### src/rtl/vol_sci_sched_if.sv
// Signal bundle between the volume/SCI scheduler and its surroundings.
// Grouped here so the button, arbiter and decoder pins travel as one port.
interface vol_sci_sched_if;
  // Bus handshake: BUS_REQ rises when a frame is pending and stays high for the
  // whole frame. A cycle with BUS_REQ & BUS_GNT is the transfer point. After
  // that point the grant must stay asserted until BUS_REQ falls.
  logic        UP;
  logic        DOWN;
  logic        DREQ;
  logic        BUS_GNT;
  logic        BUS_REQ;
  logic        XCS;
  logic        SCLK;
  logic        SI;
  logic [15:0] VOL;
  logic        BUSY;
  logic [2:0]  STATE;

  modport slave (
    input  UP, DOWN, DREQ, BUS_GNT,
    output BUS_REQ, XCS, SCLK, SI, VOL, BUSY, STATE
  );

  modport master (
    output UP, DOWN, DREQ, BUS_GNT,
    input  BUS_REQ, XCS, SCLK, SI, VOL, BUSY, STATE
  );
endinterface

### src/rtl/vol_sci_sched.sv
// Button-driven stereo attenuation with a 32-bit SCI_VOL write frame.
// Frames are coalesced: any volume change while busy yields one more frame.
module vol_sci_sched #(
  parameter int unsigned CLK_DIV  = 4,
  parameter logic [15:0] VOL_STEP = 16'h1010,
  parameter logic [15:0] VOL_MAX  = 16'hF0F0,
  parameter logic [15:0] VOL_INIT = 16'h0000
) (
  input logic            CLK,
  input logic            RST,
  vol_sci_sched_if.slave bus
);

  typedef enum logic [2:0] {
    S_IDLE      = 3'd0,
    S_REQ       = 3'd1,
    S_WAIT_DREQ = 3'd2,
    S_SETUP     = 3'd3,
    S_SHIFT     = 3'd4,
    S_HOLD      = 3'd5
  } state_e;

  localparam int unsigned   CW       = (CLK_DIV > 1) ? $clog2(CLK_DIV) : 1;
  localparam logic [CW-1:0] CNT_LAST = CW'(CLK_DIV - 1);

  state_e        state_q, state_d;
  logic [15:0]   vol_q, vol_d;
  logic          pend_q, pend_d;
  logic [31:0]   shift_q, shift_d;
  logic [CW-1:0] cnt_q, cnt_d;
  logic          half_q, half_d;
  logic [4:0]    bit_q, bit_d;
  logic          frame_start;
  logic          vol_chg;
  logic          cnt_last;
  logic          in_frame;

  always_ff @(posedge CLK) begin
    if (RST) begin
      state_q <= S_IDLE;
      vol_q   <= VOL_INIT;
      pend_q  <= 1'b1;
      shift_q <= '0;
      cnt_q   <= '0;
      half_q  <= 1'b0;
      bit_q   <= '0;
    end else begin
      state_q <= state_d;
      vol_q   <= vol_d;
      pend_q  <= pend_d;
      shift_q <= shift_d;
      cnt_q   <= cnt_d;
      half_q  <= half_d;
      bit_q   <= bit_d;
    end
  end

  // Volume is independent of the frame FSM; presses land in every state.
  always_comb begin
    vol_d   = vol_q;
    vol_chg = 1'b0;
    if (bus.UP && !bus.DOWN && vol_q != 16'h0000) begin
      vol_d   = vol_q - VOL_STEP;
      vol_chg = 1'b1;
    end else if (bus.DOWN && !bus.UP && vol_q != VOL_MAX) begin
      vol_d   = vol_q + VOL_STEP;
      vol_chg = 1'b1;
    end
  end

  // A change in the latch cycle wins, so that value still gets its own frame.
  always_comb begin
    pend_d = pend_q;
    if (frame_start) pend_d = 1'b0;
    if (vol_chg)     pend_d = 1'b1;
  end

  always_comb begin
    state_d     = state_q;
    shift_d     = shift_q;
    cnt_d       = cnt_q;
    half_d      = half_q;
    bit_d       = bit_q;
    frame_start = 1'b0;
    cnt_last    = (cnt_q == CNT_LAST);
    case (state_q)
      S_IDLE: begin
        if (pend_q) state_d = S_REQ;
      end
      S_REQ: begin
        if (bus.BUS_GNT) state_d = S_WAIT_DREQ;
      end
      S_WAIT_DREQ: begin
        if (bus.DREQ) begin
          state_d     = S_SETUP;
          shift_d     = {8'h02, 8'h0B, vol_q};
          cnt_d       = '0;
          frame_start = 1'b1;
        end
      end
      S_SETUP: begin
        if (cnt_last) begin
          state_d = S_SHIFT;
          cnt_d   = '0;
          half_d  = 1'b0;
          bit_d   = '0;
        end else begin
          cnt_d = cnt_q + CW'(1);
        end
      end
      S_SHIFT: begin
        if (!cnt_last) begin
          cnt_d = cnt_q + CW'(1);
        end else begin
          cnt_d = '0;
          if (!half_q) begin
            half_d = 1'b1;
          end else begin
            // Falling SCLK edge: the only point where SI may move.
            half_d  = 1'b0;
            shift_d = {shift_q[30:0], 1'b0};
            if (bit_q == 5'd31) state_d = S_HOLD;
            else                bit_d   = bit_q + 5'd1;
          end
        end
      end
      S_HOLD: begin
        if (cnt_last) state_d = S_IDLE;
        else          cnt_d   = cnt_q + CW'(1);
      end
      default: state_d = S_IDLE;
    endcase
  end

  assign in_frame    = (state_q == S_SETUP) || (state_q == S_SHIFT) || (state_q == S_HOLD);
  assign bus.XCS     = !in_frame;
  assign bus.SCLK    = (state_q == S_SHIFT) && half_q;
  assign bus.SI      = in_frame && shift_q[31];
  assign bus.BUS_REQ = (state_q != S_IDLE);
  assign bus.BUSY    = (state_q != S_IDLE);
  assign bus.VOL     = vol_q;
  assign bus.STATE   = state_q;

endmodule

### src/flat_wrapper.sv
// flat-port wrapper written by rule: the top's interface ports become plain ports
module vol_sci_sched_flat 
#(
  parameter int unsigned CLK_DIV  = 4,
  parameter logic [15:0] VOL_STEP = 16'h1010,
  parameter logic [15:0] VOL_MAX  = 16'hF0F0,
  parameter logic [15:0] VOL_INIT = 16'h0000
)
  (CLK, RST, bus_UP, bus_DOWN, bus_DREQ, bus_BUS_GNT, bus_BUS_REQ, bus_XCS, bus_SCLK, bus_SI, bus_VOL, bus_BUSY, bus_STATE);
  vol_sci_sched_if bus_i ();
  input logic CLK;
  input logic RST;
  input wire logic [$bits(bus_i.UP)-1:0] bus_UP;
  input wire logic [$bits(bus_i.DOWN)-1:0] bus_DOWN;
  input wire logic [$bits(bus_i.DREQ)-1:0] bus_DREQ;
  input wire logic [$bits(bus_i.BUS_GNT)-1:0] bus_BUS_GNT;
  output wire logic [$bits(bus_i.BUS_REQ)-1:0] bus_BUS_REQ;
  output wire logic [$bits(bus_i.XCS)-1:0] bus_XCS;
  output wire logic [$bits(bus_i.SCLK)-1:0] bus_SCLK;
  output wire logic [$bits(bus_i.SI)-1:0] bus_SI;
  output wire logic [$bits(bus_i.VOL)-1:0] bus_VOL;
  output wire logic [$bits(bus_i.BUSY)-1:0] bus_BUSY;
  output wire logic [$bits(bus_i.STATE)-1:0] bus_STATE;
  assign bus_i.UP = bus_UP;
  assign bus_i.DOWN = bus_DOWN;
  assign bus_i.DREQ = bus_DREQ;
  assign bus_i.BUS_GNT = bus_BUS_GNT;
  assign bus_BUS_REQ = bus_i.BUS_REQ;
  assign bus_XCS = bus_i.XCS;
  assign bus_SCLK = bus_i.SCLK;
  assign bus_SI = bus_i.SI;
  assign bus_VOL = bus_i.VOL;
  assign bus_BUSY = bus_i.BUSY;
  assign bus_STATE = bus_i.STATE;
  vol_sci_sched #(.CLK_DIV(CLK_DIV), .VOL_STEP(VOL_STEP), .VOL_MAX(VOL_MAX), .VOL_INIT(VOL_INIT)) u_core (.CLK(CLK), .RST(RST), .bus(bus_i));
endmodule
### config.mk
export PLATFORM = sky130hd
export DESIGN_NAME = vol_sci_sched_flat
export DESIGN_NICKNAME = d
export VERILOG_FILES = /design/src/rtl/vol_sci_sched_if.sv /design/src/rtl/vol_sci_sched.sv /design/src/flat_wrapper.sv
export SDC_FILE = /design/constraint.sdc
export NUM_CORES = 1
export LEC_CHECK = 0
export ABC_AREA = 1
export CAP_MARGIN = 25
export CORE_MARGIN = 3
export CORE_UTILIZATION = 55
export DETAILED_ROUTE_END_ITERATION = 8
export PLACE_DENSITY = 0.77
export SLEW_MARGIN = 0
export SYNTH_ARGS = -nofsm -noshare
export SYNTH_HDL_FRONTEND = slang
export SYNTH_SLANG_ARGS = --single-unit
### constraint.sdc
create_clock -name CLK -period 2.5 [get_ports CLK]
set_input_delay 0.375 -clock CLK [delete_from_list [all_inputs] [get_ports CLK]]
set_output_delay 0.375 -clock CLK [all_outputs]
set_load 0.005 [all_outputs]
==> results.json, run 1 <==
{
  "wirelength_um": 6926,
  "muxShareOfSynthArea_pct": 0,
  "fin_crit_ns": 2.324,
  "drv_cap": 0,
  "finalCritPeriodShare_pct": 92.98,
  "yosys.area_share.xor_xnor_pct": 1.439,
  "seqPwrFrac_pct": 42.2,
  "internal_power_mw": 1.516,
  "crit_chain": "nor2_2 -> nand2_2 -> nand2_1 -> nor2_2 -> clkdlybuf4s50_1",
  "clock-skew-final_ns": 0.006299,
  "cts_max_level": 2,
  "clock-sinks": 52,
  "hold_buffers": 0,
  "combPwrFrac_pct": 37.2,
  "gr-total-overflow": 0,
  "synth_seq_cells": 52,
  "drtIter0Drc": 195,
  "netlist_area_mm2": 0.003044,
  "place_inst": 544,
  "path_max_fanout": 10,
  "syn_avg_cell_area_um2": 6.765,
  "first_pass_iters": 4,
  "nets": 506,
  "netlist_instances": 450,
  "irDropWorstVdd_uv": 343.0,
  "cpLargestDelayFamily": "simple AND/OR/NAND/NOR gates",
  "r2r_setup_slack_ns": 0.18,
  "regArea_mm2": 0.001044,
  "start_kind": "flip-flop",
  "cp.required_ns": 2.12,
  "worst_path_largest_cell_delay_ns": 0.53,
  "status": "completed",
  "diodes": 0,
  "portBuffers": 25,
  "routed_via_density": 5.264,
  "cts-root-buf": "clkbuf_8",
  "finalSetupViolCount": 0,
  "final_cells": 557,
  "slowest_stage": "clkdlybuf4s50_1",
  "ios": 30,
  "fill_cells": 482,
  "synth_top_area_cell": "dfxtp_1",
  "cts_inserted_buffers": 5,
  "clk_pin_slew_ns": 0.09,
  "p_per_area_mw_per_mm2": 666.0,
  "synthAdderAreaFrac_pct": 6.001,
  "switchingPower_mw": 0.8701,
  "path_class": "flip-flop to primary output",
  "finalPower_mw": 2.386,
  "cp_data_arrival_time_ns": 1.95,
  "die_w_um": 80.40,
  "synth_area_leaders": "dfxtp_1 34%, nand2_1 13%, a21oi_1 6.9%, o21ai_0 6.7%, nand3_1 5.9%",
  "drc": 0,
  "synth_edf_count": 0,
  "synth_compound_area_share_pct": 16.69,
  "rows": 26,
  "grt_usage_pct": 21.90,
  "max_freq_mhz": 430.2,
  "tritoncts": "built",
  "grt_max_degree": 29,
  "p_leak_nw": 1.533,
  "antenna_found_initial": 0,
  "swShare_pct": 36.47,
  "core_region_area_mm2": 0.005238,
  "synth_cell_type_count": 35,
  "grt_pass1_wl_um": 11310,
  "hp-class": "flip-flop to flip-flop",
  "cts_buffer_depth": 2,
  "hpwl_um": 4681,
  "dieArea_mm2": 0.006463,
  "hold_violations": 0,
  "synth_top_family_by_area": "simple AND/OR/NAND/NOR gates",
  "clkPwrFrac_pct": 20.6,
  "timing.critical_path.buf_inv": 1,
  "drive_above_1_share_pct": 13.76,
  "ys_seq_area_share_pct": 34.20,
  "grt_pass1_vias": 2528,
  "async_flop_share_pct": 0,
  "crit_path_end_kind": "primary output",
  "routed-via-count": 2932,
  "multi_input_area_mm2": 0.001748,
  "clk_latency_ns": 0.31,
  "yosysWarnings": 0,
  "gp_congestion": 0.8862,
  "synth-simple-area-share_pct": 30.54,
  "slew_violations": 0,
  "initial_core_util_pct": 58.12,
  "synth_top_area_share_pct": 34.20,
  "ant_nets": 0,
  "wl_per_cell_um": 12.43,
  "area.growth.synth_to_final_pct": 17.67,
  "crit_top_cell": "nor2_2",
  "ys.flop_type": "dfxtp_1",
  "fp.dieH_um": 80.40
}
==> final timing paths <==
path                        from  depth (start not counted)                  to
max          u_core.bus.STATE[1]                          5             bus_XCS
min           u_core.shift_q[13]                          2  u_core.shift_q[13]
max reg2reg   u_core.bus.VOL[14]                         17  u_core.bus.VOL[15]
min reg2reg   u_core.shift_q[13]                          2  u_core.shift_q[13]
==> stage by stage <==
stage | setup WS, ns | utilization, % | instance area [um2] | hold slack (ns) | setup TNS (ns)
finish | 0.1755 | 68.39 | 3582 | 0.4499 | 0
global route | -0.06949 | 68.39 | 3582 | 0.4755 | -0.07957
floorplan | 0.4110 | - | 3055 | 0.4245 | 0
global placement | -0.03855 | 64.52 | 3379 | 0.4332 | -0.03855
CTS | 0.09623 | 66.24 | 3470 | 0.4554 | 0
detailed placement | -0.1839 | 64.52 | 3379 | 0.4412 | -0.4868
==> layout make-up <==
type	instances	area share, %
Multi-Input combinational cell	330	48.80
Sequential cell	52	29.13
Timing Repair Buffer	47	11.60
Inverter	49	5.309
Tap cell	70	2.445
Clock buffer	5	1.921
Clock inverter	3	0.5938
Timing Repair inverter	1	0.2096
==> layer usage <==
layer	up-vias	part of all wire, %	global-route usage, %
li1	1522	-	-
met1	1335	47	29.19
met2	73	48	36.51
met3	2	4.8	4.372
met4	0	0.30	4.730
met5	-	0	0
==> what timing repair did <==
item | CTS | global route
gates resized for setup | 0 | 17
endpoints found under the setup margin | 0 | 8
setup buffers | 0 | 4
==> worst register-to-register path, stage by stage (launching register included) <==
cell	delay (ns)
dfxtp_2	0.37
nor2_1	0.10
nand2_1	0.06
nor2_1	0.09
nand2_1	0.08
nand2_2	0.14
clkinvlp_4	0.18
buf_4	0.18
ha_4	0.29
nand2_1	0.09
nor2_1	0.17
nand3_1	0.11
nand3_1	0.12
inv_1	0.05
nand2_1	0.06
nand3_1	0.06
nand2_1	0.06
inv_1	0.04
==> cell families after synthesis <==
logic type               after synthesis
other                                  1
XOR/XNOR                               5
adder cells (fa/ha/maj)               14
flip-flops                            52
buffers and inverters                 71
AO/OA/AOI/OAI                         95
AND/OR/NAND/NOR                      212
==> power groups by stage <==
stage | Sequential, mW | Clock (mW) | Combinational, mW
finish | 1.01 | 0.490 | 0.888
global route | 1.02 | 0.550 | 1.00
CTS | 1.01 | 0.502 | 0.843
detailed placement | 1.02 | 0 | 0.837
global placement | 1.02 | 0 | 0.826
floorplan | 1.02 | 0 | 0.590
==> placed cells by master, fill, tap and decap left out, types with 3 or more instances in the layout <==
cell type / netlist / layout
nand2_1: 107 / 105
dfxtp_1: 52 / 50
nor2_1: 48 / 48
inv_1: 44 / 43
a21oi_1: 42 / 41
o21ai_0: 41 / 40
nand3_1: 36 / 35
clkdlybuf4s50_1: 0 / 25
buf_4: 5 / 22
ha_1: 13 / 9
nand2_2: 4 / 6
nor3_2: 5 / 5
a21oi_2: 4 / 5
clkbuf_8: 0 / 5
nor2_2: 4 / 4
ha_4: 0 / 4
conb_1: 1 / 4
clkinvlp_4: 0 / 3
inv_2: 3 / 3
xor2_1: 3 / 3
nand4_1: 3 / 3
clkinv_2: 2 / 3
==> flip-flops by register name, indices dropped and copies added (netlist names) <==
name and cells:
u_core.bit_q 5, u_core.bus.STATE 3, u_core.bus.VOL 12, u_core.cnt_q 2, u_core.half_q 1, u_core.pend_q 1, u_core.shift_q 28
==> synth_stat cells, types with 2 or more instances <==
cell type and instances:
nor2_2 4, clkinv_2 2, nand2_2 4, nor3_2 5, inv_2 3, xnor2_1 2, clkbuf_1 6, ha_1 13
inv_1 44, buf_4 5, nand2_1 107, buf_2 5, buf_6 4, nand4_1 3, o21ai_0 41, xor2_1 3
a21o_1 2, a21oi_2 4, nor3b_1 2, dfxtp_1 52, o31ai_1 2, a21oi_1 42, nor2_1 48, nand3_1 36
(Power assumes the default switching activity.)
==> run 2, diff against run 1 <==
--- a/config.mk
+++ b/config.mk
@@ -8,9 +8,9 @@
 export ABC_AREA = 1
 export CAP_MARGIN = 25
 export CORE_MARGIN = 3
-export CORE_UTILIZATION = 55
+export CORE_UTILIZATION = 57
 export DETAILED_ROUTE_END_ITERATION = 8
-export PLACE_DENSITY = 0.77
+export PLACE_DENSITY = 0.8
 export SLEW_MARGIN = 0
 export SYNTH_ARGS = -nofsm -noshare
 export SYNTH_HDL_FRONTEND = slang
==> run 2 against run 1 <==
Compared with the run above:
- hold slack about the same
- die area fell by 3.2%
- global-route usage rose by 1.6 points
- largest cell class unchanged
- critical endpoint is now u_core.bus.VOL[15]
- wire length is 3.2% higher
- final cell count is 0.54% lower
==> results.json, run 2 (synthesis results as in run 1) <==
{
  "fp.dieH_um": 79.08,
  "cts_buffer_depth": 2,
  "layout_common_cells": "105 x nand2_1, 50 x dfxtp_1, 46 x nor2_1",
  "largest_register_ffs": 28,
  "tightestPinTransition_ns": 0.7862,
  "cts-root-buf": "clkbuf_8",
  "wirelength_um": 7146,
  "dieArea_mm2": 0.006254,
  "portBuffers": 25,
  "cts_max_level": 2,
  "timing.critical_path.buf_inv": 5,
  "fin_crit_ns": 2.376,
  "ant_nets": 0,
  "ios": 30,
  "grt_max_degree": 29,
  "r2r_setup_slack_ns": 0.12,
  "cts_inserted_buffers": 5,
  "hpwl_um": 5094,
  "cp_data_arrival_time_ns": 2.59,
  "clk_pin_slew_ns": 0.09,
  "die_w_um": 79.08,
  "reg2reg_depth": 19,
  "final_util_pct": 73.16,
  "gp_congestion": 0.9500,
  "hp-class": "flip-flop to flip-flop",
  "relSlewSlack_pct": 47.53,
  "final_common_cell": "nand2_1",
  "first_pass_iters": 5,
  "r2r-start": "u_core.bus.VOL[14]",
  "pre_cts_slack_ns": -0.1288,
  "routed_via_density": 5.345,
  "slowest_stage": "dfxtp_4",
  "rows": 25,
  "clock-skew-final_ns": 0.005386,
  "diodes": 0,
  "hold_depth": 2,
  "slew_violations": 0,
  "gr-total-overflow": 0,
  "drv_cap": 0,
  "hold_violations": 0,
  "irDropWorstVdd_uv": 350.0,
  "finalPower_mw": 2.502,
  "grt_pass1_vias": 2711,
  "min_from": "u_core.shift_q[9]",
  "cpLargestDelayFamily": "simple AND/OR/NAND/NOR gates",
  "antenna_found_initial": 0,
  "grt_usage_pct": 23.54,
  "drive_above_1_share_pct": 14.37,
  "p_leak_nw": 1.541,
  "worst_path_largest_cell_delay_ns": 0.38,
  "wl_per_cell_um": 12.90,
  "finalCritPeriodShare_pct": 95.03,
  "wl_met2_um": 3416,
  "cp.required_ns": 2.71,
  "clock-sinks": 52,
  "wl_met3_um": 388,
  "core_region_area_mm2": 0.004942,
  "hold_path_end": "u_core.shift_q[9]",
  "initial_core_util_pct": 61.59,
  "routed-via-count": 2961,
  "crit_top_cell": "nand2_1",
  "path_max_fanout": 6,
  "hold_buffers": 0,
  "r2r_end": "u_core.bus.VOL[15]",
  "crit_path_end_kind": "flip-flop",
  "fill_cells": 419,
  "largest-register": "u_core.shift_q",
  "start_kind": "flip-flop",
  "nets": 506,
  "p_per_area_mw_per_mm2": 691.8,
  "m1WireLength_um": 3246,
  "grt_pass1_wl_um": 12050,
  "tns_ns": 0,
  "tritoncts": "built",
  "finalSetupViolCount": 0,
  "crit_chain": "nor2_1 -> nand2_1 -> nor2_2 -> nand2_2 -> nand2_4 -> clkinvlp_4 -> buf_4 -> ha_4 -> nand2_1 -> inv_1 -> nand2_1 -> nand2_1 -> nand2_1 -> nand3_2 -> inv_1 -> nand2_1 -> nand3_1 -> nand2_1 -> inv_1",
  "drtIter0Drc": 225,
  "drc": 0,
  "area.growth.synth_to_final_pct": 18.78,
  "max_freq_mhz": 420.9,
  "path_class": "flip-flop to flip-flop",
  "setup_slack_ns": 0.1244,
  "whs_ns": 0.4501,
  "clk_latency_ns": 0.31,
  "highest_layer": "met4",
  "status": "completed"
}
==> run 2: worst max-delay path by stage <==
| stage | start | to | depth (start not counted) |
|---|---|---|---|
| final | u_core.bus.VOL[14] | u_core.bus.VOL[15] | 19 |
| after global routing | u_core.bus.VOL[14] | u_core.bus.VOL[12] | 15 |
| after CTS | u_core.bus.STATE[0] | bus_XCS | 5 |
| after detailed placement | bus_UP | u_core.bus.VOL[15] | 14 |
| after global placement | bus_UP | u_core.bus.VOL[14] | 14 |
| after floorplan | u_core.bus.VOL[4] | u_core.bus.VOL[12] | 15 |
==> run 2: worst register-to-register path: stages (launching register included) <==
cell	delay, ns
dfxtp_4	0.38
nor2_1	0.09
nand2_1	0.08
nor2_2	0.12
nand2_2	0.09
nand2_4	0.11
clkinvlp_4	0.19
buf_4	0.19
ha_4	0.28
nand2_1	0.10
inv_1	0.07
nand2_1	0.05
nand2_1	0.10
nand2_1	0.08
nand3_2	0.09
inv_1	0.04
nand2_1	0.05
nand3_1	0.06
nand2_1	0.07
inv_1	0.03
==> run 2: power by group <==
| part | internal [mW] | total, mW | leakage, nW | switching [mW] |
|---|---|---|---|---|
| logic | 0.393 | 0.914 | 1.06 | 0.521 |
| registers | 0.932 | 1.01 | 0.424 | 0.0742 |
| clock network | 0.303 | 0.581 | 0.0558 | 0.278 |
==> run 2: metrics by stage <==
stage / instance area, um2 / std cells
after floorplan: 3055 / 453
after global placement: 3391 / 543
after detailed placement: 3391 / 543
after CTS: 3502 / 551
after global routing: 3616 / 554
final: 3616 / 554
==> run 2: layout make-up <==
type | instances | area (um2) | share of cell area, %
Multi-Input combinational cell | 330 | 1762 | 48.72
Timing Repair Buffer | 47 | 415.4 | 11.49
Timing Repair inverter | 1 | 7.507 | 0.2076
Clock buffer | 6 | 72.57 | 2.007
Sequential cell | 52 | 1046 | 28.93
Tap cell | 67 | 83.83 | 2.318
Inverter | 49 | 190.2 | 5.260
Clock inverter | 2 | 38.79 | 1.073
==> run 2: layer usage <==
metal  vias up  GRT usage, %
met1      1345         30.43
met2        83         40.07
met3        11         4.195
li1       1522             -
met5         -             0
met4         0         6.873
==> run 2: repair_timing <==
action | 4_1_cts | 5_1_grt
endpoints found under the setup margin | 0 | 11
buffers inserted | 0 | 2
resized for setup | 0 | 21
==> run 3, diff against run 2 <==
--- a/config.mk
+++ b/config.mk
@@ -11,7 +11,6 @@
 export CORE_UTILIZATION = 57
 export DETAILED_ROUTE_END_ITERATION = 8
 export PLACE_DENSITY = 0.8
-export SLEW_MARGIN = 0
 export SYNTH_ARGS = -nofsm -noshare
 export SYNTH_HDL_FRONTEND = slang
 export SYNTH_SLANG_ARGS = --single-unit
==> results of run 3 <==
The final DEF is identical to that of run 2; final timing and power are the same.
